==> src/rtl/serial_frame_rx.sv <==
// Receives low-active-windowed serial frames, buffers them in a FIFO, and exposes
// them with control, status and statistics through a Wishbone classic slave.
module serial_frame_rx #(
  parameter int FRAME_BITS = 10,
  parameter int BIT_CYCLES = 4,
  parameter int FIFO_DEPTH = 16,
  parameter int CNT_W      = 16
) (
  input  logic        CLK_I,
  input  logic        RST_I,
  input  logic        CYC_I,
  input  logic        STB_I,
  input  logic        WE_I,
  input  logic [31:0] ADR_I,
  input  logic [31:0] DAT_I,
  output logic [31:0] DAT_O,
  output logic        ACK_O,
  input  logic        ena_i,
  input  logic        data_i,
  output logic        irq_o
);

  localparam int AW = (FIFO_DEPTH > 1) ? $clog2(FIFO_DEPTH) : 1;
  localparam int CW = (BIT_CYCLES > 1) ? $clog2(BIT_CYCLES) : 1;
  localparam int IW = (FRAME_BITS > 1) ? $clog2(FRAME_BITS) : 1;
  localparam logic [AW:0]   FULL_LEVEL = (AW+1)'(FIFO_DEPTH);
  localparam logic [CW-1:0] HALF_LOAD  = CW'(BIT_CYCLES/2 - 1);
  localparam logic [CW-1:0] BIT_LOAD   = CW'(BIT_CYCLES - 1);
  localparam logic [IW-1:0] LAST_IDX   = IW'(FRAME_BITS - 1);

  typedef enum logic [1:0] {IDLE, HALF, BITS} rx_state_t;

  rx_state_t             state;
  logic                  ena_r, ena_prev, data_r;
  logic [CW-1:0]         bit_cnt;
  logic [IW-1:0]         bit_idx;
  logic [FRAME_BITS-1:0] shreg;
  logic                  en, ien, ovf;
  logic [CNT_W-1:0]      good_cnt, abort_cnt;
  logic [FRAME_BITS-1:0] mem [FIFO_DEPTH];
  logic [AW-1:0]         wr_ptr, rd_ptr;
  logic [AW:0]           level;
  logic                  busy, pop_pending;
  logic                  empty, full, push, push_ok, pop, abort;
  logic                  accept, flush, ovf_clr;
  logic [FRAME_BITS-1:0] push_data;
  logic [31:0]           status_word, stats_word;

  assign empty     = (level == '0);
  assign full      = (level == FULL_LEVEL);
  assign push_data = {data_r, shreg[FRAME_BITS-1:1]};
  assign push      = en && (state == BITS) && !ena_r && (bit_cnt == '0) && (bit_idx == LAST_IDX);
  assign pop       = pop_pending;
  // A pop in the same cycle frees the slot, so a full FIFO still accepts the push.
  assign push_ok   = push && (!full || pop);
  assign abort     = en && (state != IDLE) && ena_r && (bit_idx != '0);

  assign accept  = CYC_I && STB_I && !busy;
  assign flush   = accept && WE_I && (ADR_I[3:2] == 2'd0) && DAT_I[2];
  assign ovf_clr = accept && WE_I && (ADR_I[3:2] == 2'd1) && DAT_I[2];

  assign status_word = {16'b0, 8'(level), 5'b0, ovf, full, empty};
  assign stats_word  = {16'(abort_cnt), 16'(good_cnt)};
  assign irq_o       = ien && !empty;

  always_ff @(posedge CLK_I) begin
    if (RST_I) begin
      ena_r    <= 1'b0;
      ena_prev <= 1'b0;
      data_r   <= 1'b0;
    end else begin
      ena_r    <= ena_i;
      ena_prev <= ena_r;
      data_r   <= data_i;
    end
  end

  always_ff @(posedge CLK_I) begin
    if (RST_I) begin
      state   <= IDLE;
      bit_cnt <= '0;
      bit_idx <= '0;
      shreg   <= '0;
    end else if (!en) begin
      state   <= IDLE;
      bit_idx <= '0;
    end else begin
      case (state)
        IDLE: begin
          if (ena_prev && !ena_r) begin
            state   <= HALF;
            bit_cnt <= HALF_LOAD;
            bit_idx <= '0;
          end
        end
        default: begin
          if (ena_r) begin
            state   <= IDLE;
            bit_idx <= '0;
          end else if (bit_cnt != '0) begin
            bit_cnt <= bit_cnt - CW'(1);
          end else begin
            shreg   <= push_data;
            bit_cnt <= BIT_LOAD;
            state   <= BITS;
            bit_idx <= (bit_idx == LAST_IDX) ? '0 : bit_idx + IW'(1);
          end
        end
      endcase
    end
  end

  always_ff @(posedge CLK_I) begin
    if (push_ok && !flush)
      mem[wr_ptr] <= push_data;
  end

  always_ff @(posedge CLK_I) begin
    if (RST_I || flush) begin
      wr_ptr <= '0;
      rd_ptr <= '0;
      level  <= '0;
    end else begin
      if (push_ok)
        wr_ptr <= wr_ptr + AW'(1);
      if (pop)
        rd_ptr <= rd_ptr + AW'(1);
      level <= level + {{AW{1'b0}}, push_ok} - {{AW{1'b0}}, pop};
    end
  end

  always_ff @(posedge CLK_I) begin
    if (RST_I) begin
      good_cnt  <= '0;
      abort_cnt <= '0;
      ovf       <= 1'b0;
    end else begin
      if (push_ok)
        good_cnt <= good_cnt + CNT_W'(1);
      if (abort)
        abort_cnt <= abort_cnt + CNT_W'(1);
      if (push && !push_ok)
        ovf <= 1'b1;
      else if (ovf_clr)
        ovf <= 1'b0;
    end
  end

  // The DATA pop is deferred to the ACK cycle; the head is captured one cycle earlier.
  always_ff @(posedge CLK_I) begin
    if (RST_I) begin
      ACK_O       <= 1'b0;
      DAT_O       <= '0;
      busy        <= 1'b0;
      pop_pending <= 1'b0;
      en          <= 1'b0;
      ien         <= 1'b0;
    end else begin
      ACK_O       <= accept;
      DAT_O       <= '0;
      pop_pending <= 1'b0;
      if (!STB_I)
        busy <= 1'b0;
      else if (accept)
        busy <= 1'b1;
      if (accept) begin
        if (WE_I) begin
          if (ADR_I[3:2] == 2'd0) begin
            en  <= DAT_I[0];
            ien <= DAT_I[1];
          end
        end else begin
          case (ADR_I[3:2])
            2'd0: DAT_O <= {30'b0, ien, en};
            2'd1: DAT_O <= status_word;
            2'd2: begin
              if (!empty) begin
                DAT_O       <= 32'(mem[rd_ptr]);
                pop_pending <= 1'b1;
              end
            end
            default: DAT_O <= stats_word;
          endcase
        end
      end
    end
  end

  wire unused_ok = &{1'b0, ADR_I[31:4], ADR_I[1:0], DAT_I[31:3]};

endmodule

==> config.mk <==
export PLATFORM = sky130hd
export DESIGN_NAME = serial_frame_rx
export DESIGN_NICKNAME = d
export VERILOG_FILES = /design/src/rtl/serial_frame_rx.sv
export SDC_FILE = /design/constraint.sdc
export NUM_CORES = 1
export LEC_CHECK = 0
export ABC_AREA = 1
export CAP_MARGIN = 10
export CORE_ASPECT_RATIO = 1.5
export CORE_UTILIZATION = 59
export DETAILED_ROUTE_END_ITERATION = 16
export PLACE_DENSITY = 0.78
export SETUP_SLACK_MARGIN = 0.02
export SYNTH_ARGS = -nofsm -noshare
export SYNTH_HDL_FRONTEND = slang
export SYNTH_SLANG_ARGS = --single-unit
==> constraint.sdc <==
create_clock -name CLK_I -period 5.6 [get_ports CLK_I]
set_input_delay 1.68 -clock CLK_I [delete_from_list [all_inputs] [get_ports CLK_I]]
set_output_delay 1.68 -clock CLK_I [all_outputs]
set_load 0.03 [all_outputs]
# ---- After elaboration in Yosys (flattened, before gate mapping)
# Memory sizes are Yosys's and may differ from the RTL's. A register that Yosys moved wholly into a read port is not among the register bits.
# Cells that the tools add are included.
dict set report totals {
  ff_bits 104
  mem_bits_rw 160
  in_bits 71
  output_inout_bits 34
  elab_cells 107
  mem_count 1
}
# name depth word_bits rd rd_clocked_by_memory_dff wr line
set memory_table {}
lappend memory_table {mem 16 10 1 1 1 40} ;# logic [FRAME_BITS-1:0] mem [FIFO_DEPTH];
dict set report classes {
  addsub 8
  eq_ne 8
  n_mux 21
  bitwise 7
  n_reduce_logical 43
}
# op count
set ops {}
lappend ops {{32-bit case mux with 3 select lines} 1}
lappend ops {{16-bit by 1-bit adder with 16-bit output (second input constant)} 2}
lappend ops {{4-bit 2-to-1 mux} 7}
lappend ops {{1-bit logical AND} 19}
lappend ops {{2-bit 2-to-1 mux} 7}
lappend ops {{4-bit by 1-bit adder with 4-bit output (second input constant)} 3}
lappend ops {{10-bit 2-to-1 mux} 1}
lappend ops {{1-bit inverter} 7}
lappend ops {{1-bit logical NOT} 6}
lappend ops {{2-bit logical NOT} 3}
lappend ops {{3-bit AND reduction} 2}
lappend ops {{2-bit nonzero test} 3}
lappend ops {{5-bit by 1-bit adder with 5-bit output} 1}
lappend ops {{5-bit == test (second input constant)} 1}
lappend ops {{5-bit logical NOT} 1}
lappend ops {{1-bit 2-to-1 mux} 5}
lappend ops {{5-bit by 1-bit subtractor with 5-bit output} 1}
lappend ops {{2-bit == test (second input constant)} 2}
lappend ops {{4-bit == test (second input constant)} 1}
lappend ops {{4-bit AND reduction} 1}
lappend ops {{4-bit nonzero test} 1}
lappend ops {{2-bit OR reduction} 2}
lappend ops {{4-bit OR reduction} 1}
lappend ops {{3-bit by 2-bit != test with 1-bit output (second input constant)} 1}
lappend ops {{7 further kinds} 8}

# ---- Depth between registers and ports, before layout
# Gate-level depths: netlist of run 1.
dict set report logic_depth {
  depth_word 9
  mapped_depth 16
  depth_no_buf 15
}

# ---- Least setup slack after synthesis of run 1
# OpenSTA, ideal clock, no wires.
dict set report synth_timing {
  path_kind {in2reg}
  from {input CYC_I}
  to {memory mem[10][0], enable pin}
  setup_time_ns 0.376
  arrival_time_ns 2.700
  required_time_ns 5.224
  setup_slack_ns 2.524
  cell_stages 7
  n_path_buf 0
  cell_sequence {nand2_1 -> nor2_2 -> nand3_1 -> inv_1 -> nand2_2 -> nand3_1 -> nor2_1}
}
dict set report synth_between {
  elab_chain_cells 9
}
# item line
set synth_lines {}
lappend synth_lines {{start, declared} 11} ;# input logic CYC_I,
lappend synth_lines {{1-bit logical AND (2 in series)} 58} ;# assign accept = CYC_I && STB_I && !busy;
lappend synth_lines {{1-bit logical AND (3 in series)} 59} ;# assign flush = accept && WE_I && (ADR_I[3:2] == 2'd0) && DAT_I[2];
lappend synth_lines {{1-bit logical NOT} 114} ;# if (push_ok && !flush)
lappend synth_lines {{1-bit logical AND} 114}
lappend synth_lines {{1-bit 2-to-1 mux} 114}
lappend synth_lines {{1-bit 2-to-1 mux (implied by the code)} 115} ;# mem[wr_ptr] <= push_data;
lappend synth_lines {{end, declared} 40}
# Every way passes these cells.

# ---- Worst setup path in the final report of run 1
dict set report layout_timing {
  from {register level[2]}
  to {output irq_o}
}
dict set report layout_between {
  elab_chain_cells 3
}
# item line
set layout_lines {}
lappend layout_lines {{start, declared} 42} ;# logic [AW:0] level;
lappend layout_lines {{start signal, assigned} 128} ;# level <= level + {{AW{1'b0}}, push_ok} - {{AW{1'b0}}, pop};
lappend layout_lines {{5-bit logical NOT} 49} ;# assign empty = (level == '0);
lappend layout_lines {{1-bit logical NOT} n/a}
lappend layout_lines {{1-bit logical AND} 64} ;# assign irq_o = ien && !empty;
lappend layout_lines {{end, declared} 20} ;# output logic irq_o
# Every way passes these cells.

==> results of run 1 <==
==> metal layers <==
metal,share of wire (%),track usage (%),vias up,wire (µm)
met2,53,47.4,281,12700
met1,36,27.3,3688,8640
met5,0,0,-,0
li1,-,-,3929,-
met3,5.4,3.05,73,1300
met4,5.2,14.6,0,1240
==> worst paths after layout <==
kind                      startpoint                      end  slack [ps]  cells past startpoint
min          bit_cnt[1]$_SDFFE_PP0P_  bit_cnt[1]$_SDFFE_PP0P_         470                      2
min reg2reg  bit_cnt[1]$_SDFFE_PP0P_  bit_cnt[1]$_SDFFE_PP0P_         470                      2
max reg2reg      level[2]$_SDFF_PP0_      mem[0][2]$_DFFE_PP_        2370                      9
max              level[2]$_SDFF_PP0_                    irq_o        1710                      8
==> synthesized netlist by cell type (2+ instances only) <==
| cell | number | area (µm²) |
|---|---|---|
| o211ai_1 | 15 | 113 |
| xor2_1 | 14 | 123 |
| nor2_2 | 2 | 12.5 |
| or2_2 | 3 | 18.8 |
| nor2_4 | 2 | 22.5 |
| nor3_4 | 2 | 32.5 |
| nand2_2 | 5 | 31.3 |
| xnor2_1 | 3 | 26.3 |
| o21ai_1 | 4 | 20.0 |
| inv_1 | 117 | 439 |
| nand4_1 | 5 | 31.3 |
| nand3_1 | 118 | 591 |
| buf_2 | 23 | 115 |
| buf_1 | 2 | 7.51 |
| nand3_4 | 2 | 35.0 |
| o21ai_0 | 63 | 315 |
| nor2_1 | 157 | 589 |
| nand2_1 | 229 | 860 |
| a211oi_1 | 3 | 22.5 |
| dfxtp_1 | 107 | 2140 |
| nand3b_1 | 2 | 15.0 |
| buf_4 | 3 | 22.5 |
| nor3b_1 | 3 | 22.5 |
| o22ai_1 | 3 | 18.8 |
| nor3_2 | 11 | 110 |
| nor3_1 | 12 | 60.1 |
| a21oi_1 | 52 | 260 |
| edfxtp_1 | 160 | 4800 |
| inv_2 | 6 | 22.5 |
| ha_1 | 17 | 213 |
| clkbuf_1 | 17 | 63.8 |
==> layout make-up <==
class / count / area [µm²] / share of cell area [%]
Sequential cell: 267 / 6950 / 55.1
Inverter: 124 / 465 / 3.69
Tap cell: 252 / 315 / 2.50
Clock buffer: 28 / 594 / 4.72
Timing Repair Buffer: 50 / 488 / 3.87
Multi-Input combinational cell: 731 / 3590 / 28.5
Clock inverter: 13 / 205 / 1.63
==> report_power, final <==
part	internal, µW	switching [µW]
Combinational	14.3	24.0
Sequential	2060	3.52
Clock	994	681
Total	3070	709
==> cell families after synthesis <==
logic type,count (synthesis)
and+or+nand+nor,555
DFF,267
buffers and inverters,170
AOI/OAI and AO/OA,141
adders and majority gates,18
xor gates and xnor gates,17
==> state kept, by name, summed over array words and instances (netlist names), 2 cells and up, named ones only <==
name and count:
DAT_O 32, bit_idx 4, mem 160, shreg 9, abort_cnt 16, rd_ptr 4
good_cnt 16, level 5, wr_ptr 4, state 2, bit_cnt 2
==> through the flow <==
stage               setup WS, ps  hold WS [ps]  util (%)  std cells
finish                      1710           471      68.0       1465
global route                1580           505      68.0       1465
CTS                         1680           473      68.0       1465
detailed placement          1580           462      63.7       1424
global placement            1600           454      63.7       1424
floorplan                   2520           438         -       1168
==> worst reg2reg max path: stages (launching register included) <==
cell,delay [ps]
dfxtp_1,380
inv_1,90
ha_1,210
nand3_1,100
inv_1,60
nand3_1,90
nand3_2,450
inv_2,550
nand3_4,180
nor3_2,740
==> flow_summary.json, run 1 <==
{
  "cp_cell_sequence": "inv_1 -> ha_1 -> nand3_1 -> inv_1 -> nand2_1 -> nand2_1 -> inv_1 -> clkdlybuf4s50_1",
  "synthMuxAreaShare_pct": 0,
  "critical_path.top_delay_family": "buffers and inverters",
  "worstPathRequired_ps": 3920,
  "rows": 61,
  "cpPeakStageDelay_ps": 660,
  "drv_cap": 0,
  "status": "finished clean",
  "synth.avg_cell_area_um2": 9.61,
  "synth-compound-area-share_pct": 6.77,
  "synthArstFlopShare_pct": 0,
  "min_period_ps": 3890,
  "ir_worst_vdd_mv": 0.270,
  "finalNetCount": 1286,
  "initial_core_util_pct": 60.5,
  "final.setup.tns_ps": 0,
  "cts_setup_buffers": 0,
  "netlist_instances": 1168,
  "drt_iter0_markers": 509,
  "clockRootBuffer": "clkbuf_16",
  "gr-total-overflow": 0,
  "path_clk_slew_ps": 70,
  "grt_pass1_vias": 7820,
  "crit_path_start_kind": "register",
  "hold_violations": 0,
  "cts_tree": "yes",
  "cpMaxStageDelayCell": "clkdlybuf4s50_1",
  "grt_max_degree": 76,
  "fp.dieArea_um2": 19600,
  "cts_resized": 0,
  "synth_top_family_by_area": "simple AND/OR/NAND/NOR gates",
  "yosysSeqAreaShare_pct": 61.9,
  "final_cell_mix": "nand2_1, edfxtp_1, nor2_1, nand3_1, inv_1",
  "via_per_inst": 5.44,
  "crit_arrival_ps": 2210,
  "synth.distinct_cells": 37,
  "path_buf_inv": 4,
  "synth_area_um2": 11200,
  "htreeDepth": 1,
  "drcViolationCount": 0,
  "ios": 105,
  "synth-xor-area-share_pct": 1.33,
  "fp.dieW_um": 115,
  "antenna_found_initial": 0,
  "tightest_slew_ps": 935,
  "insertedDiodeCount": 0,
  "yosys_warnings": 0,
  "skew_ps": 8.00,
  "final_area_um2": 12600,
  "ant_nets": 0,
  "placed_area_um2": 11800,
  "cp_common_cell": "inv_1",
  "hold_buffers": 0,
  "final_common_cell": "nand2_1",
  "rsz0062_at_grt": "false",
  "vias": 7971,
  "critPathKind": "reg2out",
  "p_total_uw": 3780,
  "dp_hpwl_um": 15600,
  "n_fill_cell": 1398,
  "clock_sinks": 267,
  "core_um2": 18500,
  "wirelength_um": 23800,
  "synth-simple-area-share_pct": 21.8,
  "gp_congestion": 0.908,
  "maxSlewHeadroom_pct": 37.3,
  "slew_viol_final": 0,
  "fmax_mhz": 257,
  "setup_violations": 0,
  "cp_max_fo": 3,
  "hp-class": "reg2reg",
  "synth_edf_count": 160,
  "area_growth_pct": 12.3,
  "synth_fp_nets": 1257,
  "track_usage_pct": 25.4,
  "insertion_delay_ps": 500,
  "die_h_um": 171,
  "synthFlopType": "edfxtp_1",
  "wl_per_cell_um": 16.3,
  "post_route_cells_drive_above_1_share_pct": 6.18,
  "power.density_nw_per_um2": 300,
  "cp-end-kind": "primary output",
  "fin_crit_sh_pct": 69.4,
  "synth_seq_cells": 267,
  "p_leak_uw": 0.00480,
  "cts_buffers": 23,
  "ctsLongestPathBuffers": 3,
  "portBuffers": 45,
  "synth_fa_ha_area_share_pct": 2.07,
  "firstDrtPassIters": 7,
  "grt_pass1_wl_um": 38000
}
(Power assumes the default switching activity.)
==> run 2, diff against run 1 <==
- CORE_UTILIZATION: 59 -> 57
- PLACE_DENSITY: 0.78 -> 0.75
- clock period: 5.6 -> 3.9 ns (I/O delays scaled with it)
==> flow_summary.json, run 2 (synthesized netlist as in run 1, its figures left out) <==
{
  "status": "finished clean",
  "maxSlewHeadroom_pct": 41.7,
  "vias": 8032,
  "skew_ps": 14.0,
  "dp_hpwl_um": 16400,
  "ctsLongestPathBuffers": 3,
  "ios": 105,
  "cts_tree": "yes",
  "cp_num_cells": 8,
  "multiInputGateArea_um2": 3590,
  "crit_path_start_kind": "register",
  "htreeDepth": 1,
  "cp_cell_sequence": "inv_1 -> ha_1 -> nand3_1 -> inv_1 -> nand2_1 -> nand2_1 -> inv_1 -> clkdlybuf4s50_1",
  "setup_violations": 0,
  "critPathKind": "reg2out",
  "worstHoldPathCells": 2,
  "drcViolationCount": 0,
  "slew_viol_final": 0,
  "crit_arrival_ps": 2200,
  "p_total_uw": 5270,
  "post_route_cells_drive_above_1_share_pct": 7.94,
  "clock_sinks": 267,
  "cts_setup_buffers": 0,
  "worstPathRequired_ps": 2730,
  "gr-total-overflow": 0,
  "fp.dieArea_um2": 20300,
  "cpPeakStageDelay_ps": 660,
  "fmax_mhz": 297,
  "fin_crit_sh_pct": 86.3,
  "cp_max_fo": 3,
  "hp-class": "reg2reg",
  "min_period_ps": 3370,
  "initial_core_util_pct": 58.3,
  "hold_buffers": 0,
  "core_um2": 19200,
  "insertion_delay_ps": 510,
  "insertedDiodeCount": 0,
  "clockRootBuffer": "clkbuf_16",
  "drt_iter0_markers": 570,
  "wl_per_cell_um": 16.8,
  "finalNetCount": 1307,
  "fp.dieW_um": 117,
  "wirelength_um": 25000,
  "final_cell_mix": "nand2_1, edfxtp_1, nor2_1, nand3_1, inv_1",
  "rows": 62,
  "grt_pass1_wl_um": 40300,
  "path_buf_inv": 4,
  "drv_cap": 0,
  "area_growth_pct": 13.3,
  "cpMaxStageDelayCell": "clkdlybuf4s50_1",
  "firstDrtPassIters": 5,
  "grt_max_degree": 86,
  "largest_reg_flops": 160,
  "power.density_nw_per_um2": 414,
  "final_common_cell": "nand2_1",
  "p_leak_uw": 0.00490,
  "rsz0062_at_grt": "false",
  "die_h_um": 174,
  "cts_resized": 0,
  "regArea_um2": 6950,
  "cp-end-kind": "primary output",
  "ant_nets": 0,
  "antenna_found_initial": 0,
  "portBuffers": 45,
  "n_fill_cell": 1559,
  "tightest_slew_ps": 874,
  "via_per_inst": 5.39,
  "reg_top3": "mem x160, DAT_O x32",
  "grt_pass1_vias": 7976,
  "final.setup.tns_ps": 0,
  "top_register": "mem",
  "critical_path.top_delay_family": "buffers and inverters",
  "cts_buffers": 23,
  "cp_common_cell": "inv_1",
  "ir_worst_vdd_mv": 0.395,
  "hold_violations": 0,
  "rr_worst_depth": 15,
  "path_clk_slew_ps": 70,
  "track_usage_pct": 26.0,
  "gp_congestion": 0.938,
  "worst_hold_slack_ps": 466
}
run 2: cell count changes in the layout (fill, tap and decap cells not counted), sizes merged:
cell,change
bufinv,-5
inv,-2
clkbuf,+6
clkinv,+3
buf,+21
clkinvlp,-2
run 2: tightest hold or removal path: cells and delay by family (launching register included):
kind / cells / cell delay (ps)
and+or+nand+nor: 1 / 60
AOI/OAI and AO/OA: 1 / 50
DFF: 1 / 310
run 2: layer usage:
metal  global-route usage (%)  vias up  share of wire, %  wire length [µm]
met1                     30.6     3754                37              9370
met3                     2.87       61               5.2              1290
met2                     46.2      251                53             13200
met5                        0        -                 0                 0
li1                         -     3966                 -                 -
met4                     12.8        0               4.7              1170
run 2: final timing paths:
kind | slack, ps | to | startpoint
worst min register to register | 470 | bit_cnt[1]$_SDFFE_PP0P_ | bit_cnt[1]$_SDFFE_PP0P_
worst min-delay path | 470 | bit_cnt[1]$_SDFFE_PP0P_ | bit_cnt[1]$_SDFFE_PP0P_
worst max register to register | 1400 | level[4]$_SDFF_PP0_ | level[2]$_SDFF_PP0_
worst max-delay path | 530 | irq_o | level[2]$_SDFF_PP0_
run 2: cell type report:
class | instances | share of cell area, %
timing repair buffer | 71 | 5.08
clock buffer | 34 | 5.62
sequential | 267 | 54.6
inverter | 124 | 3.66
clock inverter | 7 | 0.275
multi-input combinational | 731 | 28.2
tap | 256 | 2.52
run 2: through the flow:
stage | std cells | worst slack, ps | instance area (µm²) | utilization, %
finish | 1490 | 535 | 12700 | 66.1
detailed placement | 1449 | 776 | 12000 | 62.2
global route | 1490 | 424 | 12700 | 66.1
floorplan | 1168 | 1330 | 11200 | -
global placement | 1449 | 806 | 12000 | 62.2
CTS | 1490 | 509 | 12700 | 66.1
run 2: power by group:
| part | switching (µW) | leakage [µW] | internal (µW) |
|---|---|---|---|
| combinational | 34.7 | 0.00183 | 20.6 |
| clock | 979 | 0.000376 | 1270 |
| sequential | 5.15 | 0.00270 | 2960 |
==> run 3, diff against run 2 <==
- CAP_MARGIN: 10 -> 25
==> results of run 3 <==
Final layout, timing and power as in run 2 (identical DEF).
